**src/rtl/multicycle_ctrl.sv**
```systemverilog
// Multi-cycle MIPS control FSM (IF/ID/EX/MEM/WB) with memory handshake and optional wait timeout.
// Optional jal support: define CTRL_JAL_EN.
module multicycle_ctrl #(
  parameter int unsigned ALUCTR_W    = 3,
  parameter int unsigned MEM_TIMEOUT = 0,
  parameter int unsigned CNT_W       = 8
) (
  input  logic                clk,
  input  logic                rst_n,
  input  logic [5:0]          op,
  input  logic [5:0]          func,
  input  logic                zero,
  input  logic                mem_ready,
  output logic                mem_req,
  output logic                mem_we,
  output logic                i_or_d,
  output logic                ir_write,
  output logic                pc_write,
  output logic [1:0]          npc_sel,
  output logic                reg_write,
  output logic [1:0]          reg_dst,
  output logic                alu_src,
  output logic [1:0]          mem_to_reg,
  output logic [1:0]          ext_op,
  output logic [ALUCTR_W-1:0] alu_ctr,
  output logic [2:0]          state_o,
  output logic                illegal,
  output logic                mem_err
);

  typedef enum logic [2:0] {
    S_IF  = 3'd0,
    S_ID  = 3'd1,
    S_EX  = 3'd2,
    S_MEM = 3'd3,
    S_WB  = 3'd4
  } state_t;

  localparam logic [5:0] OP_R    = 6'b000000;
  localparam logic [5:0] OP_J    = 6'b000010;
  localparam logic [5:0] OP_BEQ  = 6'b000100;
  localparam logic [5:0] OP_ADDI = 6'b001000;
  localparam logic [5:0] OP_ORI  = 6'b001101;
  localparam logic [5:0] OP_LUI  = 6'b001111;
  localparam logic [5:0] OP_LW   = 6'b100011;
  localparam logic [5:0] OP_SW   = 6'b101011;
`ifdef CTRL_JAL_EN
  localparam logic [5:0] OP_JAL  = 6'b000011;
`endif

  localparam logic [CNT_W-1:0] TMO = CNT_W'(MEM_TIMEOUT);

  state_t           state, state_n;
  logic [CNT_W-1:0] cnt;
  logic             tmo;

  logic       legal, is_j, is_jal, is_beq, is_lw, is_sw;
  logic [1:0] d_rdst, d_m2r, d_ext;
  logic       d_asrc;
  logic [2:0] d_alu;

  always_comb begin
    legal  = 1'b1;
    is_j   = 1'b0;
    is_jal = 1'b0;
    is_beq = 1'b0;
    is_lw  = 1'b0;
    is_sw  = 1'b0;
    d_rdst = 2'b00;
    d_m2r  = 2'b00;
    d_ext  = 2'b00;
    d_asrc = 1'b0;
    d_alu  = 3'b000;
    case (op)
      OP_R: begin
        d_rdst = 2'b01;
        case (func)
          6'b100000: d_alu = 3'b000;
          6'b100010: d_alu = 3'b100;
          6'b100100: d_alu = 3'b001;
          6'b100101: d_alu = 3'b010;
          6'b101010: d_alu = 3'b111;
          default:   legal = 1'b0;
        endcase
      end
      OP_ORI:  begin d_asrc = 1'b1; d_alu = 3'b010; end
      OP_ADDI: begin d_asrc = 1'b1; d_ext = 2'b01; end
      OP_LW:   begin is_lw = 1'b1; d_asrc = 1'b1; d_ext = 2'b01; d_m2r = 2'b01; end
      OP_SW:   begin is_sw = 1'b1; d_asrc = 1'b1; d_ext = 2'b01; end
      OP_LUI:  begin d_ext = 2'b10; d_m2r = 2'b10; end
      OP_BEQ:  begin is_beq = 1'b1; d_alu = 3'b100; end
      OP_J:    is_j = 1'b1;
`ifdef CTRL_JAL_EN
      OP_JAL:  begin is_jal = 1'b1; d_rdst = 2'b10; d_m2r = 2'b11; end
`endif
      default: legal = 1'b0;
    endcase
  end

  always_comb begin
    state_n    = state;
    mem_req    = 1'b0;
    mem_we     = 1'b0;
    i_or_d     = 1'b0;
    ir_write   = 1'b0;
    pc_write   = 1'b0;
    npc_sel    = 2'b00;
    reg_write  = 1'b0;
    reg_dst    = 2'b00;
    alu_src    = 1'b0;
    mem_to_reg = 2'b00;
    ext_op     = 2'b00;
    alu_ctr    = '0;
    illegal    = 1'b0;
    mem_err    = 1'b0;
    tmo        = (MEM_TIMEOUT != 0) && (cnt == TMO) && !mem_ready;

    // Decoded datapath controls stay stable from EX through WB.
    if (state == S_EX || state == S_MEM || state == S_WB) begin
      reg_dst    = d_rdst;
      alu_src    = d_asrc;
      mem_to_reg = d_m2r;
      ext_op     = d_ext;
      alu_ctr    = ALUCTR_W'(d_alu);
    end

    case (state)
      S_IF: begin
        mem_req = 1'b1;
        if (mem_ready) begin
          ir_write = 1'b1;
          pc_write = 1'b1;
          state_n  = S_ID;
        end else if (tmo) begin
          mem_err = 1'b1;
        end
      end
      S_ID: begin
        state_n = S_EX;
        if (!legal) begin
          illegal = 1'b1;
          state_n = S_IF;
        end else if (is_j || is_jal) begin
          pc_write = 1'b1;
          npc_sel  = 2'b01;
          state_n  = is_jal ? S_WB : S_IF;
        end
      end
      S_EX: begin
        if (is_beq) begin
          pc_write = zero;
          npc_sel  = 2'b10;
          state_n  = S_IF;
        end else if (is_lw || is_sw) begin
          state_n = S_MEM;
        end else begin
          state_n = S_WB;
        end
      end
      S_MEM: begin
        mem_req = 1'b1;
        i_or_d  = 1'b1;
        mem_we  = is_sw;
        if (mem_ready) begin
          state_n = is_lw ? S_WB : S_IF;
        end else if (tmo) begin
          mem_err = 1'b1;
          state_n = S_IF;
        end
      end
      S_WB: begin
        reg_write = 1'b1;
        state_n   = S_IF;
      end
      default: state_n = S_IF;
    endcase

    state_o = state;

    if (!rst_n) begin
      state_o    = '0;
      mem_req    = 1'b0;
      mem_we     = 1'b0;
      i_or_d     = 1'b0;
      ir_write   = 1'b0;
      pc_write   = 1'b0;
      npc_sel    = 2'b00;
      reg_write  = 1'b0;
      reg_dst    = 2'b00;
      alu_src    = 1'b0;
      mem_to_reg = 2'b00;
      ext_op     = 2'b00;
      alu_ctr    = '0;
      illegal    = 1'b0;
      mem_err    = 1'b0;
    end
  end

  always_ff @(posedge clk or negedge rst_n) begin
    if (!rst_n) begin
      state <= S_IF;
    end else begin
      state <= state_n;
    end
  end

  // An IF abort stays in IF, so the timeout itself must also restart the count.
  always_ff @(posedge clk or negedge rst_n) begin
    if (!rst_n) begin
      cnt <= '0;
    end else if (state_n != state || tmo) begin
      cnt <= '0;
    end else if ((state == S_IF || state == S_MEM) && !mem_ready) begin
      cnt <= cnt + CNT_W'(1);
    end
  end

endmodule
```
**config.mk**
```make
export PLATFORM = sky130hd
export DESIGN_NAME = multicycle_ctrl
export DESIGN_NICKNAME = d
export VERILOG_FILES = /design/src/rtl/multicycle_ctrl.sv
export SDC_FILE = /design/constraint.sdc
export NUM_CORES = 1
export LEC_CHECK = 0
export CAP_MARGIN = 20
export CORE_AREA = 5 5 42 44
export DETAILED_ROUTE_END_ITERATION = 12
export DIE_AREA = 0 0 47 49
export DONT_BUFFER_PORTS = 1
export GPL_ROUTABILITY_DRIVEN = 0
export GPL_TIMING_DRIVEN = 0
export PLACE_DENSITY = 0.7
export SLEW_MARGIN = 0
export SYNTH_ARGS = -nofsm -noshare
export SYNTH_HDL_FRONTEND = slang
export SYNTH_SLANG_ARGS = --single-unit
```
**constraint.sdc**
```tcl
create_clock -name clk -period 2.4 [get_ports clk]
set_input_delay 0.48 -clock clk [delete_from_list [all_inputs] [get_ports clk]]
set_output_delay 0.48 -clock clk [all_outputs]
set_load 0.02 [all_outputs]
```
==> flow_metrics.py, run 1 <==
metrics = {
    "layout": {
        "n_fill_cell": 147,
        "largest_reg_flops": 3,
        "layout-drive-gt1-share": 0.293,
        "syn_to_final_growth_pct": 22.7,
        "final_core_utilization": 0.555,
        "largest_registers": "state: 3 flops",
        "regMostFlops": "state",
        "layout_common_cells": "nor2_1 (14), buf_4 (7), nand2_1 (5), nand3_1 (5)",
        "fin_nets": 116,
        "insertedDiodeCount": 0,
        "final_common_cell": "nor2_1",
    },
    "worst_setup_path": {
        "reg2reg_depth": 4,
        "worst-path-buf-inv": 1,
        "crit_chain": "buf_6, or3b_4, a21o_4, nor3_4, nand2_2, nor3_4",
        "worst_path_dominant_cell_family": "simple AND/OR/NAND/NOR gates",
        "start_kind": "flop",
        "worstPathArrival_ns": 2.02,
        "r2r-start": "state[0]",
        "crit_fanout": 6,
        "criticalPathCategory": "reg -> out",
        "crit_path_frequent_cell": "nor3_4",
        "reg2reg_slack_ns": 0.80,
        "rr_endpoint": "state[1]",
        "end_kind": "primary output",
        "critPathRequiredTime_ns": 1.92,
        "max_stage_delay_ns": 0.38,
        "slowest_stage": "or3b_4",
    },
    "synthesis": {
        "synthesis.instances": 89,
        "syn_area_sq_um": 634,
        "synthFlopType": "dfrtp_1",
        "yosysWarnings": 0,
        "synth_enable_flop_cells": 0,
        "ys_types": 45,
        "async_flop_share": 1.00,
        "synth.avg_cell_area_sq_um": 7.13,
        "ys_seq_area_frac": 0.118,
        "ys_seq_elements": 3,
    },
    "die": {
        "start_util": 0.453,
        "rows": 14,
        "ios": 39,
        "dieWidth_um": 47,
        "die-area_sq_um": 2300,
        "core_area_sq_um": 1400,
        "dieHeight_um": 49,
    },
    "sta": {
        "fmax_ghz": 0.399,
        "finalMaxSlewViolations": 0,
        "hold_viol": 0,
        "period_minus_slack_ns": 2.50,
        "skew_ns": 0.00375,
        "worst_pin_slew_ns": 0.935,
        "setup_viol": 3,
        "hold_slack_ns": 0.366,
        "totalNegativeSetupSlack_ns": -0.207,
        "relSlewSlack": 0.371,
        "rsz0062_at_grt": "true",
        "fin_crit_sh": 1.04,
        "fin_ws_ns": -0.103,
    },
    "routing": {
        "drtPass1Iterations": 4,
        "route.detailed.drc": 0,
        "routedWlPerCell_um": 15.1,
        "postRouteAntennaNets": 0,
        "routed_wl_um": 1740,
        "vias": 682,
        "vias_per_cell": 5.93,
        "drtIter0Drc": 14,
    },
    "cts": {
        "insertion_delay_ns": 0.23,
        "cts_tree": "yes",
        "cts_root_buffer": "clkbuf_4",
        "numCtsBuffers": 3,
        "htree_levels": 1,
        "clockBufferDepth": 2,
        "cts.sinks": 3,
        "clk_pin_slew_ns": 0.04,
    },
    "grt": {
        "antenna_found_initial": 0,
        "track_usage": 0.146,
        "grt_max_degree": 11,
        "grt_pass1_wl_um": 2670,
        "overflow": 0,
        "grt_pass1_vias": 659,
    },
    "min_path": {
        "min_from": "mem_ready",
        "worstHoldEndpoint": "state[0]",
        "hold_depth": 1,
        "hp-class": "in -> reg",
    },
    "place": {
        "post-dp-hpwl_um": 1260,
        "io_buffers": 0,
    },
    "pwr": {
        "p_comb_frac": 0.416,
        "p_switching_w": 0.0000851,
        "ir_drop_v": 0.000205,
        "p_leak_nw": 0.303,
        "pwr-share-seq": 0.232,
        "p_sw_frac": 0.351,
        "power.density_nw_per_um2": 312,
        "clkPwrFrac": 0.352,
        "p_total_w": 0.000243,
        "cell_internal_pwr_w": 0.000158,
    },
    "run_status": {
        "violations": "negative setup slack",
        "status": "complete, but fails checks",
    },
    "job": {
        "drv_cap": 0,
    },
}
worst register-to-register path: stages (launching register included):
cell and delay (ns):
dfrtp_1 0.35, clkbuf_1 0.34, nor2b_1 0.22, or3b_2 0.45, o22ai_1 0.15
timing repair:
action,4_1_cts,5_1_grt
gates resized for setup,6,4
pin swaps,5,4
setup endpoints to repair,7,7
endpoints found under the hold margin,3,0
setup buffers,2,3
hold buffers,1,0
cells in the mapped netlist (2+ instances only):
| master | number | area, sq um |
|---|---|---|
| nor2_1 | 14 | 52.6 |
| nand2_1 | 5 | 18.8 |
| nand3_1 | 5 | 25.0 |
| inv_1 | 4 | 15.0 |
| nor3_1 | 4 | 20.0 |
| a21oi_1 | 3 | 15.0 |
| and2_1 | 3 | 18.8 |
| dfrtp_1 | 3 | 75.1 |
| nor2b_1 | 3 | 18.8 |
| or3_1 | 3 | 18.8 |
| buf_4 | 2 | 15.0 |
| buf_6 | 2 | 22.5 |
| nand2b_1 | 2 | 12.5 |
| nand3b_1 | 2 | 15.0 |
| nor3_2 | 2 | 20.0 |
| nor4b_1 | 2 | 17.5 |
| o22ai_1 | 2 | 12.5 |
layout make-up:
class,instances,area (sq um),share of cell area
Multi-Input combinational cell,76,552,0.709
Timing Repair Buffer,6,47.5,0.0611
Inverter,4,15.0,0.0193
Sequential cell,3,75.1,0.0965
Tap cell,16,20.0,0.0257
Buffer,6,42.5,0.0547
Clock buffer,4,26.3,0.0338
power groups by stage:
| stage | clock network (W) | registers (W) | logic [W] |
|---|---|---|---|
| floorplan | 0 | 0.0000560 | 0.0000783 |
| detailed placement | 0 | 0.0000565 | 0.0000887 |
| global route | 0.0000895 | 0.0000565 | 0.000110 |
| global placement | 0 | 0.0000562 | 0.0000871 |
| CTS | 0.0000876 | 0.0000559 | 0.0000987 |
| finish | 0.0000854 | 0.0000563 | 0.000101 |
layer usage:
layer	track usage	routed length, um	vias to the layer above
met5	0	0	-
met4	0.0415	0	0
met1	0.181	688	316
met3	0.0295	156	0
met2	0.244	897	29
li1	-	-	337
through the flow:
step	cell area [sq um]	std cells	setup WS, ns
after global routing	778	115	-0.179
final	778	115	-0.103
after detailed placement	658	106	-0.143
after global placement	658	106	-0.128
after floorplan	638	90	0.0133
after CTS	751	113	-0.131
logic make-up after synthesis:
logic type | synth area share
AO/OA/AOI/OAI | 0.181
XOR/XNOR | 0.0138
buffers and inverters | 0.108
flip-flops | 0.118
multiplexers | 0.0335
other | 0.00591
AND/OR/NAND/NOR | 0.538
how the worst max path moves through the flow:
stage	startpoint	end	slack, ns	cells past startpoint
after CTS	state[1]	alu_ctr[0]	-0.13	6
after global routing	state[2]	alu_ctr[0]	-0.18	6
after global placement	op[3]	illegal	-0.13	5
after detailed placement	op[3]	illegal	-0.14	6
after floorplan	state[1]	alu_src	0.01	5
final	state[2]	alu_ctr[0]	-0.10	6
(Power assumes the default switching activity.)
==> run 2: changes to the inputs <==
Settings changed: REMOVE_ABC_BUFFERS from default to 1.
==> flow_metrics.py, run 2 (synthesis gave the netlist of run 1 again) <==
metrics = {
    "cts": {
        "cts_root_buffer": "clkbuf_4",
        "numCtsBuffers": 3,
        "clockBufferDepth": 2,
        "cts_tree": "yes",
        "cts.sinks": 3,
        "htree_levels": 1,
        "clk_pin_slew_ns": 0.04,
        "insertion_delay_ns": 0.24,
    },
    "worst_setup_path": {
        "crit_chain": "or3b_1, a21o_4, nor3_4, nand2_2, nor3_4",
        "r2r-start": "state[1]",
        "slowest_stage": "dfrtp_2",
        "reg2reg_slack_ns": 0.95,
        "max_stage_delay_ns": 0.39,
        "start_kind": "flop",
        "crit_fanout": 4,
        "criticalPathCategory": "reg -> out",
        "worstPathArrival_ns": 2.01,
        "reg2reg_depth": 4,
        "critPathRequiredTime_ns": 1.92,
        "rr_endpoint": "state[1]",
        "worst_path_dominant_cell_family": "simple AND/OR/NAND/NOR gates",
        "end_kind": "primary output",
        "worst-path-buf-inv": 0,
        "crit_path_frequent_cell": "nor3_4",
    },
    "sta": {
        "finalMaxSlewViolations": 0,
        "hold_viol": 0,
        "totalNegativeSetupSlack_ns": -0.214,
        "period_minus_slack_ns": 2.49,
        "skew_ns": 0.00243,
        "fmax_ghz": 0.402,
        "worst_pin_slew_ns": 1.03,
        "rsz0062_at_grt": "true",
        "fin_ws_ns": -0.0863,
        "setup_viol": 3,
        "relSlewSlack": 0.302,
        "fin_crit_sh": 1.04,
    },
    "place": {
        "dp_slack_ns": -0.119,
        "post-dp-hpwl_um": 1280,
        "io_buffers": 0,
    },
    "layout": {
        "final_common_cell": "nor2_1",
        "largest_reg_flops": 3,
        "layout-drive-gt1-share": 0.277,
        "regMostFlops": "state",
        "insertedDiodeCount": 0,
        "largest_registers": "state: 3 flops",
        "layout_common_cells": "nor2_1 (14), buf_4 (6), nand2_1 (5), nand3_1 (5)",
        "syn_to_final_growth_pct": 14.4,
        "fin_nets": 111,
    },
    "min_path": {
        "hp-class": "in -> reg",
        "worstHoldEndpoint": "state[0]",
        "min_from": "mem_ready",
        "hold_depth": 1,
    },
    "routing": {
        "drtPass1Iterations": 4,
        "vias": 680,
        "routed_wl_um": 1780,
        "vias_per_cell": 6.18,
        "routedWlPerCell_um": 16.2,
        "drtIter0Drc": 22,
        "route.detailed.drc": 0,
        "postRouteAntennaNets": 0,
    },
    "die": {
        "core_area_sq_um": 1400,
        "die-area_sq_um": 2300,
        "rows": 14,
        "dieHeight_um": 49,
        "ios": 39,
        "start_util": 0.453,
        "dieWidth_um": 47,
    },
    "job": {
        "drv_cap": 0,
    },
    "run_status": {
        "status": "complete, but fails checks",
        "violations": "negative setup slack",
    },
    "pwr": {
        "power.density_nw_per_um2": 332,
        "p_leak_nw": 0.272,
        "p_total_w": 0.000241,
        "ir_drop_v": 0.000127,
    },
    "grt": {
        "overflow": 0,
        "antenna_found_initial": 0,
        "grt_max_degree": 13,
        "grt_pass1_wl_um": 2800,
        "grt_pass1_vias": 670,
        "track_usage": 0.158,
    },
}
## run 2: changes by cell type in the layout (fill, tap and decap cells not counted), sizes merged
| cell | previous run | this run |
|---|---|---|
| buf | 9 | 6 |
| clkbuf | 6 | 4 |
## run 2: layout make-up
class                      instances  area (sq um)
tap                               16          20.0
fill                             139           676
sequential                         3          78.8
multi-input combinational         76           531
timing repair buffer               7          55.1
clock buffer                       4          26.3
inverter                           4          15.0
## run 2: timing repair
| action | in CTS | in global routing |
|---|---|---|
| endpoints found under the setup margin | 6 | 3 |
| setup buffers | 6 | 0 |
| pin swaps | 4 | 3 |
| hold buffers | 1 | 0 |
| endpoints found under the hold margin | 3 | 0 |
| gates resized for setup | 8 | 1 |
| cloned | 0 | 0 |
## run 2: stage by stage
stage,hold slack [ns],cells,area [sq um],util
4_1_cts,0.346,110,721,0.514
3_3_place_gp,0.185,99,604,0.431
5_1_grt,0.350,110,726,0.518
3_5_place_dp,0.185,99,604,0.431
6_report,0.343,110,726,0.518
2_1_floorplan,0.184,83,584,-
## run 2: power breakdown
part           internal (W)  switching (W)  total [W]
Clock             0.0000627      0.0000322  0.0000949
Sequential        0.0000547     0.00000241  0.0000571
Combinational     0.0000363      0.0000524  0.0000886
Total              0.000154      0.0000870   0.000241
## run 2: routing by layer
layer	up-vias	part of all wire	global-route usage	routed length, um
met1	309	0.38	0.176	679
met5	-	0	0	0
li1	326	-	-	-
met3	4	0.11	0.0443	193
met2	41	0.49	0.260	869
met4	0	0.021	0.0829	37
## run 2: how the worst max path moves through the flow
stage	slack (ns)	startpoint	to	depth (start not counted)
floorplan	-0.008	state[0]	alu_src	4
global placement	-0.11	state[0]	alu_src	4
detailed placement	-0.12	state[0]	alu_src	4
CTS	-0.14	state[0]	alu_ctr[0]	5
global route	-0.15	state[0]	alu_ctr[0]	5
finish	-0.09	state[0]	alu_ctr[0]	5
==> run 3: changes to the inputs <==
Settings changed: TNS_END_PERCENT from default to 5.
==> flow_metrics.py, run 3 (synthesis gave the netlist of run 1 again) <==
metrics = {
    "cts": {
        "htree_levels": 1,
        "cts_tree": "yes",
        "clockBufferDepth": 2,
        "clk_pin_slew_ns": 0.04,
        "insertion_delay_ns": 0.24,
        "numCtsBuffers": 3,
        "cts.sinks": 3,
        "cts_root_buffer": "clkbuf_4",
    },
    "grt": {
        "overflow": 0,
        "grt_pass1_vias": 672,
        "track_usage": 0.158,
        "grt_pass1_wl_um": 2800,
        "grt_max_degree": 13,
        "antenna_found_initial": 0,
    },
    "sta": {
        "skew_ns": 0.00243,
        "relSlewSlack": 0.302,
        "setup_viol": 2,
        "finalMaxSlewViolations": 0,
        "worst_pin_slew_ns": 1.03,
        "period_minus_slack_ns": 2.49,
        "hold_viol": 0,
        "fin_crit_sh": 1.04,
        "rsz0062_at_grt": "true",
        "fin_ws_ns": -0.0867,
        "fmax_ghz": 0.402,
        "hold_slack_ns": 0.343,
        "totalNegativeSetupSlack_ns": -0.149,
    },
    "worst_setup_path": {
        "critPathRequiredTime_ns": 1.92,
        "worst-path-stages": 5,
        "crit_fanout": 4,
        "reg2reg_depth": 4,
        "worstPathArrival_ns": 2.01,
        "end_kind": "primary output",
        "max_stage_delay_ns": 0.39,
        "crit_path_frequent_cell": "nor3_4",
        "start_kind": "flop",
        "worst_path_dominant_cell_family": "simple AND/OR/NAND/NOR gates",
        "crit_chain": "or3b_1, a21o_4, nor3_4, nand2_2, nor3_4",
        "slowest_stage": "dfrtp_2",
        "criticalPathCategory": "reg -> out",
        "worst-path-buf-inv": 0,
    },
    "routing": {
        "postRouteAntennaNets": 0,
        "routedWlPerCell_um": 16.2,
        "route.detailed.drc": 0,
        "vias_per_cell": 6.21,
        "routed_wl_um": 1780,
        "drtIter0Drc": 23,
        "vias": 683,
        "drtPass1Iterations": 4,
    },
    "die": {
        "dieWidth_um": 47,
        "ios": 39,
        "core_area_sq_um": 1400,
        "rows": 14,
        "die-area_sq_um": 2300,
        "start_util": 0.453,
        "dieHeight_um": 49,
    },
    "min_path": {
        "hold_depth": 1,
        "hp-class": "in -> reg",
    },
    "layout": {
        "syn_to_final_growth_pct": 13.6,
        "fin_nets": 111,
        "layout-drive-gt1-share": 0.277,
        "n_fill_cell": 139,
        "insertedDiodeCount": 0,
        "largest_reg_flops": 3,
        "largest_registers": "state: 3 flops",
        "final_common_cell": "nor2_1",
        "layout_common_cells": "nor2_1 (14), buf_4 (6), nand2_1 (5), nand3_1 (5)",
        "regMostFlops": "state",
    },
    "job": {
        "drv_cap": 0,
    },
    "run_status": {
        "violations": "negative setup slack",
        "status": "complete, but fails checks",
    },
    "place": {
        "post-dp-hpwl_um": 1280,
        "io_buffers": 0,
    },
    "pwr": {
        "p_leak_nw": 0.270,
        "power.density_nw_per_um2": 334,
        "ir_drop_v": 0.000127,
    },
}
run 3: cell counts in the layout (fill, tap and decap cells not counted):
Identical to the previous run, type by type.
run 3: final cells by class:
cell class,count,area [sq um],share of cell area
Multi-Input combinational cell,76,526,0.729
Sequential cell,3,78.8,0.109
Timing Repair Buffer,7,55.1,0.0764
Clock buffer,4,26.3,0.0365
Tap cell,16,20.0,0.0278
Inverter,4,15.0,0.0208
run 3: report_power, final:
group	switching [W]	leakage (nW)	total (W)	internal (W)
sequential	0.00000241	0.0355	0.0000571	0.0000547
clock	0.0000322	0.0150	0.0000949	0.0000627
combinational	0.0000524	0.219	0.0000887	0.0000363
total	0.0000870	0.270	0.000241	0.000154
run 3: timing repair:
item,in CTS,in global routing
endpoints found under the hold margin,3,0
hold buffers,1,0
gates resized for setup,8,0
setup endpoints to repair,6,3
setup buffers,6,0
pin swaps,4,2
run 3: stage by stage:
stage	util	total power, W	setup WS (ns)	instance area, sq um	instances
floorplan	-	0.000123	-0.00789	584	83
finish	0.514	0.000241	-0.0867	721	110
global route	0.514	0.000255	-0.145	721	110
detailed placement	0.431	0.000132	-0.119	604	99
CTS	0.514	0.000241	-0.139	721	110
global placement	0.431	0.000130	-0.107	604	99
run 3: routing by layer:
metal | vias to the layer above | wire length (um) | part of all wire | global-route usage
li1 | 326 | - | - | -
met1 | 312 | 679 | 0.38 | 0.176
met2 | 41 | 872 | 0.49 | 0.260
met3 | 4 | 193 | 0.11 | 0.0443
met4 | 0 | 37 | 0.021 | 0.0829
met5 | - | 0 | 0 | 0
run 3: final timing paths:
path / start / end / slack [ns]
min in group asynchronous: rst_n / state[0] / 0.49
worst max-delay path: state[0] / alu_ctr[0] / -0.09
worst min-delay path: mem_ready / state[0] / 0.34
worst min register to register: state[0] / state[0] / 0.64
max in group asynchronous: rst_n / state[2] / 1.75
worst max register to register: state[1] / state[1] / 0.95
